### config.mk
export PLATFORM = sky130hd
export DESIGN_NAME = div_unit
export DESIGN_NICKNAME = d
export VERILOG_FILES = /design/src/rtl/div_unit_pkg.sv /design/src/rtl/div_unit_step.sv /design/src/rtl/div_unit.sv
export SDC_FILE = /design/constraint.sdc
export NUM_CORES = 1
export LEC_CHECK = 0
export CAP_MARGIN = 20
export CORE_MARGIN = 1
export CORE_UTILIZATION = 61
export CTS_CLUSTER_SIZE = 40
export DETAILED_ROUTE_END_ITERATION = 10
export MAX_ROUTING_LAYER = met4
export PLACE_DENSITY_LB_ADDON = 0.05
export SYNTH_ARGS = -nofsm -noshare
export SYNTH_HDL_FRONTEND = slang
export SYNTH_SLANG_ARGS = --single-unit
### constraint.sdc
create_clock -name clk -period 18.7 [get_ports clk]
set_clock_uncertainty 0.05 [all_clocks]
set_input_delay 1.87 -clock clk [delete_from_list [all_inputs] [get_ports clk]]
set_output_delay 1.87 -clock clk [all_outputs]
set_load 0.02 [all_outputs]
### src/rtl/div_unit_pkg.sv
// Shared divider definitions: ALU control codes, FSM encodings, width.
package div_unit_pkg;

  localparam int DIV_WIDTH = 32;

  localparam logic [7:0] DIV_CONTROL  = 8'b0001_1010;
  localparam logic [7:0] DIVU_CONTROL = 8'b0001_1011;

  typedef enum logic [1:0] {
    DIV_IDLE = 2'b00,
    DIV_BUSY = 2'b01,
    DIV_DONE = 2'b10
  } div_state_e;

endpackage

### src/rtl/div_unit_step.sv
// One radix-2 restoring division step, purely combinational.
module div_step #(
  parameter int WIDTH = 32
) (
  input  logic [WIDTH-1:0] rem_i,
  input  logic [WIDTH-1:0] quo_i,
  input  logic [WIDTH-1:0] dvs_i,
  output logic [WIDTH-1:0] rem_o,
  output logic [WIDTH-1:0] quo_o
);

  logic [WIDTH:0] rem_sh;
  logic [WIDTH:0] trial;

  // Shifted remainder needs one extra bit before the compare.
  assign rem_sh = {rem_i, quo_i[WIDTH-1]};
  assign trial  = rem_sh - {1'b0, dvs_i};

  always_comb begin
    if (!trial[WIDTH]) begin
      rem_o = trial[WIDTH-1:0];
      quo_o = {quo_i[WIDTH-2:0], 1'b1};
    end else begin
      rem_o = rem_sh[WIDTH-1:0];
      quo_o = {quo_i[WIDTH-2:0], 1'b0};
    end
  end

endmodule

### src/rtl/div_unit.sv
// Multi-cycle DIV/DIVU unit for the execute stage.
// DIV_ZERO_FAST_EN: zero divisor finishes in one cycle.
import div_unit_pkg::*;

module div_unit #(
  parameter int WIDTH = DIV_WIDTH
) (
  input  logic               clk,
  input  logic               rst,
  input  logic               start_i,
  input  logic               signed_i,
  input  logic [WIDTH-1:0]   opdata1_i,
  input  logic [WIDTH-1:0]   opdata2_i,
  input  logic               annul_i,
  output logic [2*WIDTH-1:0] result_o,
  output logic               ready_o
);

  localparam int CW = $clog2(WIDTH) + 1;

  div_state_e         state_q, state_d;
  logic [CW-1:0]      cnt_q, cnt_d;
  logic [WIDTH-1:0]   rem_q, rem_d;
  logic [WIDTH-1:0]   quo_q, quo_d;
  logic [WIDTH-1:0]   dvs_q, dvs_d;
  logic [WIDTH-1:0]   dvd_q, dvd_d;
  logic               sgn_q, sgn_d;
  logic               qneg_q, qneg_d;
  logic               dneg_q, dneg_d;
  logic               ready_q, ready_d;
  logic [2*WIDTH-1:0] res_q, res_d;

  logic [WIDTH-1:0] rem_n, quo_n;
  logic [WIDTH-1:0] rem_f, quo_f;
  logic [WIDTH-1:0] ones;
  logic             s1, s2;

  div_step #(.WIDTH(WIDTH)) u_step (
    .rem_i (rem_q),
    .quo_i (quo_q),
    .dvs_i (dvs_q),
    .rem_o (rem_n),
    .quo_o (quo_n)
  );

  assign ones = '1;
  assign s1   = signed_i & opdata1_i[WIDTH-1];
  assign s2   = signed_i & opdata2_i[WIDTH-1];

  always_comb begin
    quo_f = (sgn_q & qneg_q) ? -quo_n : quo_n;
    rem_f = (sgn_q & dneg_q) ? -rem_n : rem_n;
  end

  always_comb begin
    state_d = state_q;
    cnt_d   = cnt_q;
    rem_d   = rem_q;
    quo_d   = quo_q;
    dvs_d   = dvs_q;
    dvd_d   = dvd_q;
    sgn_d   = sgn_q;
    qneg_d  = qneg_q;
    dneg_d  = dneg_q;
    ready_d = 1'b0;
    res_d   = res_q;
    unique case (state_q)
      DIV_IDLE: begin
        if (start_i && !annul_i) begin
          sgn_d   = signed_i;
          dvd_d   = opdata1_i;
          quo_d   = s1 ? -opdata1_i : opdata1_i;
          dvs_d   = s2 ? -opdata2_i : opdata2_i;
          dneg_d  = s1;
          qneg_d  = s1 ^ s2;
          rem_d   = '0;
          cnt_d   = '0;
          state_d = DIV_BUSY;
`ifdef DIV_ZERO_FAST_EN
          if (opdata2_i == '0) begin
            state_d = DIV_DONE;
            ready_d = 1'b1;
            res_d   = {opdata1_i, ones};
          end
`endif
        end
      end
      DIV_BUSY: begin
        if (annul_i) begin
          state_d = DIV_IDLE;
        end else begin
          rem_d = rem_n;
          quo_d = quo_n;
          cnt_d = cnt_q + CW'(1);
          if (cnt_q == CW'(WIDTH - 1)) begin
            state_d = DIV_DONE;
            ready_d = 1'b1;
            if (dvs_q == '0) begin
              res_d = {dvd_q, ones};
            end else begin
              res_d = {rem_f, quo_f};
            end
          end
        end
      end
      DIV_DONE: begin
        state_d = DIV_IDLE;
      end
      default: begin
        state_d = DIV_IDLE;
      end
    endcase
  end

  always_ff @(posedge clk or posedge rst) begin
    if (rst) begin
      state_q <= DIV_IDLE;
      cnt_q   <= '0;
      rem_q   <= '0;
      quo_q   <= '0;
      dvs_q   <= '0;
      dvd_q   <= '0;
      sgn_q   <= 1'b0;
      qneg_q  <= 1'b0;
      dneg_q  <= 1'b0;
      ready_q <= 1'b0;
      res_q   <= '0;
    end else begin
      state_q <= state_d;
      cnt_q   <= cnt_d;
      rem_q   <= rem_d;
      quo_q   <= quo_d;
      dvs_q   <= dvs_d;
      dvd_q   <= dvd_d;
      sgn_q   <= sgn_d;
      qneg_q  <= qneg_d;
      dneg_q  <= dneg_d;
      ready_q <= ready_d;
      res_q   <= res_d;
    end
  end

  assign ready_o  = ready_q;
  assign result_o = res_q;

endmodule

==> key figures, run 1 <==
Critical path
  – Critical Path AT: approximately 5.7 ns
  – Crit path required time: about 19 ns
  – Worst reg2reg path depth: 17
  – Startpoint types: flop
  – Critical path peak fanout: 35
  – Worst flop-to-flop path startpoint: dvs_q[7]
  – Worst Setup EP: result_o[28]
  – Critical path class: reg -> reg
  – Worst reg2reg setup slack: 13.38 ns
  – Critical Path Start: dvs_q[7]
  – CP endpoint kind: flop
  – Worst r2r dst: result_o[28]

Floorplan
  – I/O pins: around 130
  – Row count: 53
  – Die width: between 150 and 200 um
  – Full die area: roughly 23000 um^2
  – Core Region: between 20000 and 25000 um^2
  – Die Height: 151 um
  – Initial Utilization: 0.630

CTS
  – Sinks on Clock Net: a little over 200
  – Clock root cell: clkbuf_16
  – Clock latency on the worst-skew pair: around 0.52 ns
  – CTS resizes: 0
  – CTS tree: built
  – Postcts setup bufs: 0
  – Hold-fix buffers, CTS: 0
  – Total CTS buffers: 22
  – Worst-path clk slew: around 0.060 ns
  – Max Root-Sink Buffers: 3
  – # H-tree levels: 1

Place
  – I/O Buffers: 133
  – Routability Congestion: 0.999
  – Placed wire-length estimate: about 30000 um
  – Dpl ws: 13.47 ns

Routing
  – Routed Wire Length: 41200 um
  – M1 WL: about 18000 um
  – 1st-pass router iterations: 5
  – Average wire per standard cell: 20.6 um
  – Number of DRC markers in iteration 0: about 1300
  – Final ANT Viol Nets: 0
  – Top Metal Used: met4
  – Remaining routing DRC violations: 0
  – Met2 routed WL: 18200 um
  – Vias after detailed routing: 12900
  – Metal3 WL: 3830 um
  – Post-DR vias/cell: approximately 6.4

Yosys
  – Syn_nets: 1746
  – Synth Flop Type: dfrtp_1
  – Yosys warns: 0
  – Synth async-reset ratio: 1.00
  – Synth top area share: 0.379
  – Number of synthesized flops with an enable pin: 0
  – Average cell area after synthesis: 8.21 um^2
  – #FFs+latches synth: 204
  – Post-Syn Area: around 13000 um^2
  – Post-synth top cells: nand2_1, dfrtp_1, o21ai_0, a21oi_1, nor2_1
  – Post-synthesis sequential area ratio: 0.379
  – Most frequent cell after synthesis: nand2_1
  – Gate Count Post-Synth: around 1600
  – Synth top area cells: dfrtp_1, nand2_1, o21ai_0
  – Post-synth top area cell: dfrtp_1
  – Yosys cell types: just under 80

Pwr
  – Worst IR Drop VDD: ~0.12 mV
  – Power density cells: ~150 nW/um^2
  – Total chip power: approximately 2.3 mW
  – Sw frac: 0.473
  – Proportion of power drawn by combinational gates: 0.542
  – Lkg Pwr: 6.76 nW
  – Clk network pwr share: 0.192
  – P_sw: 1.10 mW
  – Register share of total power: 0.266
  – Int Pwr: 1.23 mW

Timing
  – Setup TNS: 0 ns
  – Worst slew margin relative to its limit: 0.349
  – RSZ-0062 raised after global routing: false
  – Worst-Margin Slew: roughly 0.98 ns
  – Final Max Tran Viols: 0
  – Maximum clock frequency: ~0.19 GHz
  – Ratio of final minimum period to clock period: 0.285
  – Final setup violation count: 0
  – Clock period minus worst slack: around 5.3 ns
  – Fin Hold WS: 0.422 ns
  – Hold Violations, Final: 0
  – Post-route setup slack: 13.38 ns

Global route
  – Global route overflow: 0
  – Vias in the first global route: 11700
  – First-pass GRT wire length: between 60000 and 70000 um
  – Total GRT Usage: 0.380
  – Largest net degree at the start of global routing: between 100 and 150
  – Initial antenna violation count: 0

Cells and area
  – Antenna diodes: 0
  – Ratio of cells with drive above 1 in the final layout: 0.0492
  – Final core utilization: 0.730
  – Layout area overhead: 15.8%
  – Fin nets: between 1500 and 2000

Job
  – Max-cap viol count: 0

Min path
  – HP Class: reg -> reg

Outcome
  – Status: finished clean
power by group through the flow:
stage               clock [mW]  sequential [mW]  combinational (mW)
floorplan                    0            0.586               0.925
global placement             0            0.619                1.21
detailed placement           0            0.623                1.22
CTS                      0.449            0.616                1.24
global route             0.467            0.630                1.37
finish                   0.448            0.622                1.26
state kept, by name, summed over array words and instances, names as in the netlist:
signal / cells
dvd_q: 32
dneg_q: 1
ready_o: 1
dvs_q: 32
state_q: 2
qneg_q: 1
sgn_q: 1
quo_q: 32
result_o: 64
rem_q: 32
cnt_q: 6
final cells by class:
type                       count  area [um^2]
fill                        1660         5760
multi-input combinational   1286         7780
clock buffer                  29          618
tap                          275          344
timing repair buffer         144         1410
sequential                   204         5100
clock inverter                10          115
inverter                      56          218
how the worst min path moves through the flow:
| stage | slack (ns) | endpoint | cells after the start | start |
|---|---|---|---|---|
| after detailed placement | 0.41 | dvd_q[13] | 2 | dvd_q[13] |
| after CTS | 0.42 | dvd_q[13] | 2 | dvd_q[13] |
| after floorplan | 0.39 | dvd_q[18] | 2 | dvd_q[18] |
| final | 0.42 | dvd_q[13] | 2 | dvd_q[13] |
| after global placement | 0.40 | dvd_q[31] | 2 | dvd_q[31] |
| after global routing | 0.45 | dvd_q[31] | 2 | dvd_q[31] |
critical path: stages, from the launching register on:
cell,delay (ns)
dfrtp_1,0.38
inv_1,0.10
ha_1,0.51
nand3_1,0.20
o2bb2ai_1,0.40
o21ai_2,0.14
a2111o_1,0.42
a21oi_2,0.26
nor2_4,0.07
inv_2,0.49
ha_1,0.34
nand3b_1,0.16
or4_1,0.60
nor2_1,0.25
nand2_1,0.14
o31ai_1,0.33
xor2_1,0.24
a21oi_1,0.09
routing by layer:
metal / up-vias / GRT usage
met5: - / -
met4: 0 / 0.0773
met3: 73 / 0.0564
met2: 669 / 0.556
met1: 6198 / 0.557
li1: 5955 / -
through the flow:
stage / area, um^2 / instances
after floorplan: 13500 / 1639
after global placement: 14900 / 1965
after detailed placement: 14900 / 1965
after CTS: 15600 / 2004
after global routing: 15600 / 2004
final: 15600 / 2004
cells in the final DEF (no fill, tap or decap), types with 23 or more instances in the layout:
cell type        netlist  layout
o31ai_1               31      31
a21oi_1              138     138
nand2_1              266     266
clkbuf_16              0      23
mux2i_1               35      35
nor4_1                23      23
nor3_1                28      28
nor2_1               136     133
or3_1                 24      24
xnor2_1               65      65
inv_1                 53      52
dfrtp_1              204     204
clkdlybuf4s50_1        0     133
xor2_1                74      74
o21ai_0              159     159
ha_1                  37      37
logic make-up after synthesis:
kind of cell               after synthesis  share of synthesized area
and+or+nand+nor                        579                      0.197
AOI/OAI and AO/OA                      491                      0.223
DFF                                    204                      0.379
buffers and inverters                  149                     0.0450
xor gates and xnor gates               139                     0.0904
muxes                                   39                     0.0294
adders and majority gates               38                     0.0359
No activity file was read; power rests on OpenSTA's default activity.
==> inputs of run 2 (changes only) <==
Settings changed: CORE_UTILIZATION 61 to 53.
Clock period 18.7 ns to 4.35 ns, I/O delays scaled along.
==> run 2 against run 1 <==
  * Wire length grew 9.1%
  * Count of clock-buffer cells in the layout grew 2
  * Maximum frequency grew 27%
==> key figures, run 2 (same netlist as run 1, synthesis figures left out) <==
Routing
  – Number of DRC markers in iteration 0: 1449 (+12%)
  – Final ANT Viol Nets: 0 (unchanged)
  – Remaining routing DRC violations: 0 (unchanged)
  – Vias after detailed routing: 13200 (+2.7%)
  – Routed Wire Length: 45000 um (+9.1%)
  – Post-DR vias/cell: 6.07 (-5.7%)
  – 1st-pass router iterations: 5 (unchanged)
  – Average wire per standard cell: 20.6 um (+0.27%)

Cells and area
  – Finished Cell Area: 16900 um^2 (+8.4%)
  – Antenna diodes: 0 (unchanged)
  – Most common cell after layout, fill and taps aside: nand2_1
  – Layout area overhead: 25.6%
  – Most frequent cells in the layout: nand2_1, dfrtp_1, o21ai_0, buf_4, a21oi_1
  – Final non-filler cell total: 2181 (+8.8%)
  – Ratio of cells with drive above 1 in the final layout: 0.132 (+0.0828)
  – Max reg flops: 64 (unchanged)
  – Fin nets: 1951 (+7.1%)
  – Final core utilization: 0.687 (-0.0430)

Global route
  – Global route overflow: 0 (unchanged)
  – Vias in the first global route: 12500 (+7.1%)
  – Largest net degree at the start of global routing: 139 (+6.1%)
  – Initial antenna violation count: 1 (+1)
  – First-pass GRT wire length: 70000 um (+8.2%)
  – Total GRT Usage: 0.357 (-0.0233)

CTS
  – Clock latency on the worst-skew pair: 0.54 ns (+0.02 ns)
  – Clock root cell: clkbuf_16
  – CTS tree: built
  – Max Root-Sink Buffers: 3 (unchanged)
  – Total CTS buffers: 23 (+4.5%)
  – # H-tree levels: 1 (unchanged)
  – Hold-fix buffers, CTS: 0 (unchanged)
  – Worst-path clk slew: 0.06 ns (about the same)
  – Sinks on Clock Net: 204 (unchanged)

Floorplan
  – Initial Utilization: 0.547 (-0.0833)
  – I/O pins: 134 (unchanged)
  – Core Region: 24600 um^2 (+15%)
  – Die width: 161 um (+7.2%)
  – Full die area: 26000 um^2 (+15%)
  – Die Height: 161 um (+7.2%)
  – Row count: 57 (+7.5%)

Pwr
  – Power density cells: 676 nW/um^2 (+350%)
  – Lkg Pwr: 7.42 nW (+9.8%)
  – Worst IR Drop VDD: 0.386 mV (+230%)
  – Total chip power: 11.4 mW (+390%)

Place
  – Placed wire-length estimate: 33700 um (+12%)
  – Placed inst area: 15900 um^2 (+6.8%)
  – Routability Congestion: 0.980 (-1.9%)
  – I/O Buffers: 133 (unchanged)
  – Dpl ws: -0.0377 ns (-13.51 ns)
  – Post-Place Cells: 2137 (+8.8%)

Critical path
  – Worst reg2reg setup slack: 0.16 ns (-13.21 ns)
  – CP endpoint kind: flop
  – Crit path required time: 4.70 ns (-14.33 ns)
  – Critical Path AT: 4.54 ns (-1.11 ns)
  – Critical path class: reg -> reg
  – Startpoint types: flop
  – Critical path peak fanout: 8 (-77%)

Min path
  – HP Class: in -> async

Timing
  – Final setup violation count: 0 (unchanged)
  – Fin Hold WS: 0.419 ns (-0.00236 ns)
  – Post-route setup slack: 0.165 ns (-13.21 ns)
  – Ratio of final minimum period to clock period: 0.962 (+0.678)
  – Maximum clock frequency: 0.239 GHz (+27%)
  – Worst slew margin relative to its limit: 0.323 (-0.0259)
  – Clock period minus worst slack: 4.19 ns (-1.14 ns)
  – Setup TNS: 0 ns (unchanged)
  – Hold Violations, Final: 0 (unchanged)
  – Worst-Margin Slew: 1.01 ns (+0.0374 ns)
  – Final Max Tran Viols: 0 (unchanged)

Outcome
  – Status: finished clean

Job
  – Max-cap viol count: 0 (unchanged)
run 2: worst paths after layout:
| kind | from | end | depth (start not counted) |
|---|---|---|---|
| setup / recovery | rem_q[24] | result_o[26] | 16 |
| hold / removal | rst | result_o[30] | 3 |
| setup reg to reg | rem_q[24] | result_o[26] | 16 |
| hold reg to reg | dvd_q[23] | dvd_q[23] | 2 |
| max in group asynchronous | rst | cnt_q[2] | 3 |
| min in group clk | dvd_q[23] | dvd_q[23] | 2 |
run 2: layer usage:
metal  share of wire  wire length (um)  track usage
met1            0.46             20500        0.520
met2            0.43             19200        0.499
met3           0.093              4180       0.0704
met4           0.025              1110        0.101
met5               0                 0            -
run 2: power breakdown:
group	switching (mW)	internal (mW)	total, mW
Clock	0.831	1.11	1.95
Sequential	0.400	2.23	2.62
Combinational	4.00	2.86	6.86
run 2: worst max-delay path: stages, from the launching register on:
cell and delay, ns:
dfrtp_1 0.46, ha_1 0.38, buf_4 0.19, nand4_1 0.27, a21oi_1 0.16, a221o_1 0.46
nor3_4 0.26, nor2_4 0.08, inv_4 0.11, ha_1 0.18, nand3b_1 0.13, or4_4 0.49
nor2_4 0.16, nand2_2 0.12, o41ai_4 0.31, xor2_1 0.17, a21oi_1 0.08
run 2: area by class of cell:
type	count	area [um^2]
multi-input combinational	1286	8050
fill	2058	7700
sequential	204	5100
timing repair buffer	273	2410
clock buffer	31	616
tap	324	405
inverter	56	216
clock inverter	7	109
run 2: timing repair:
item	CTS	global route
gates resized for setup	3	48
endpoints found under the setup margin	2	27
pin swaps	0	27
buffers inserted	0	7
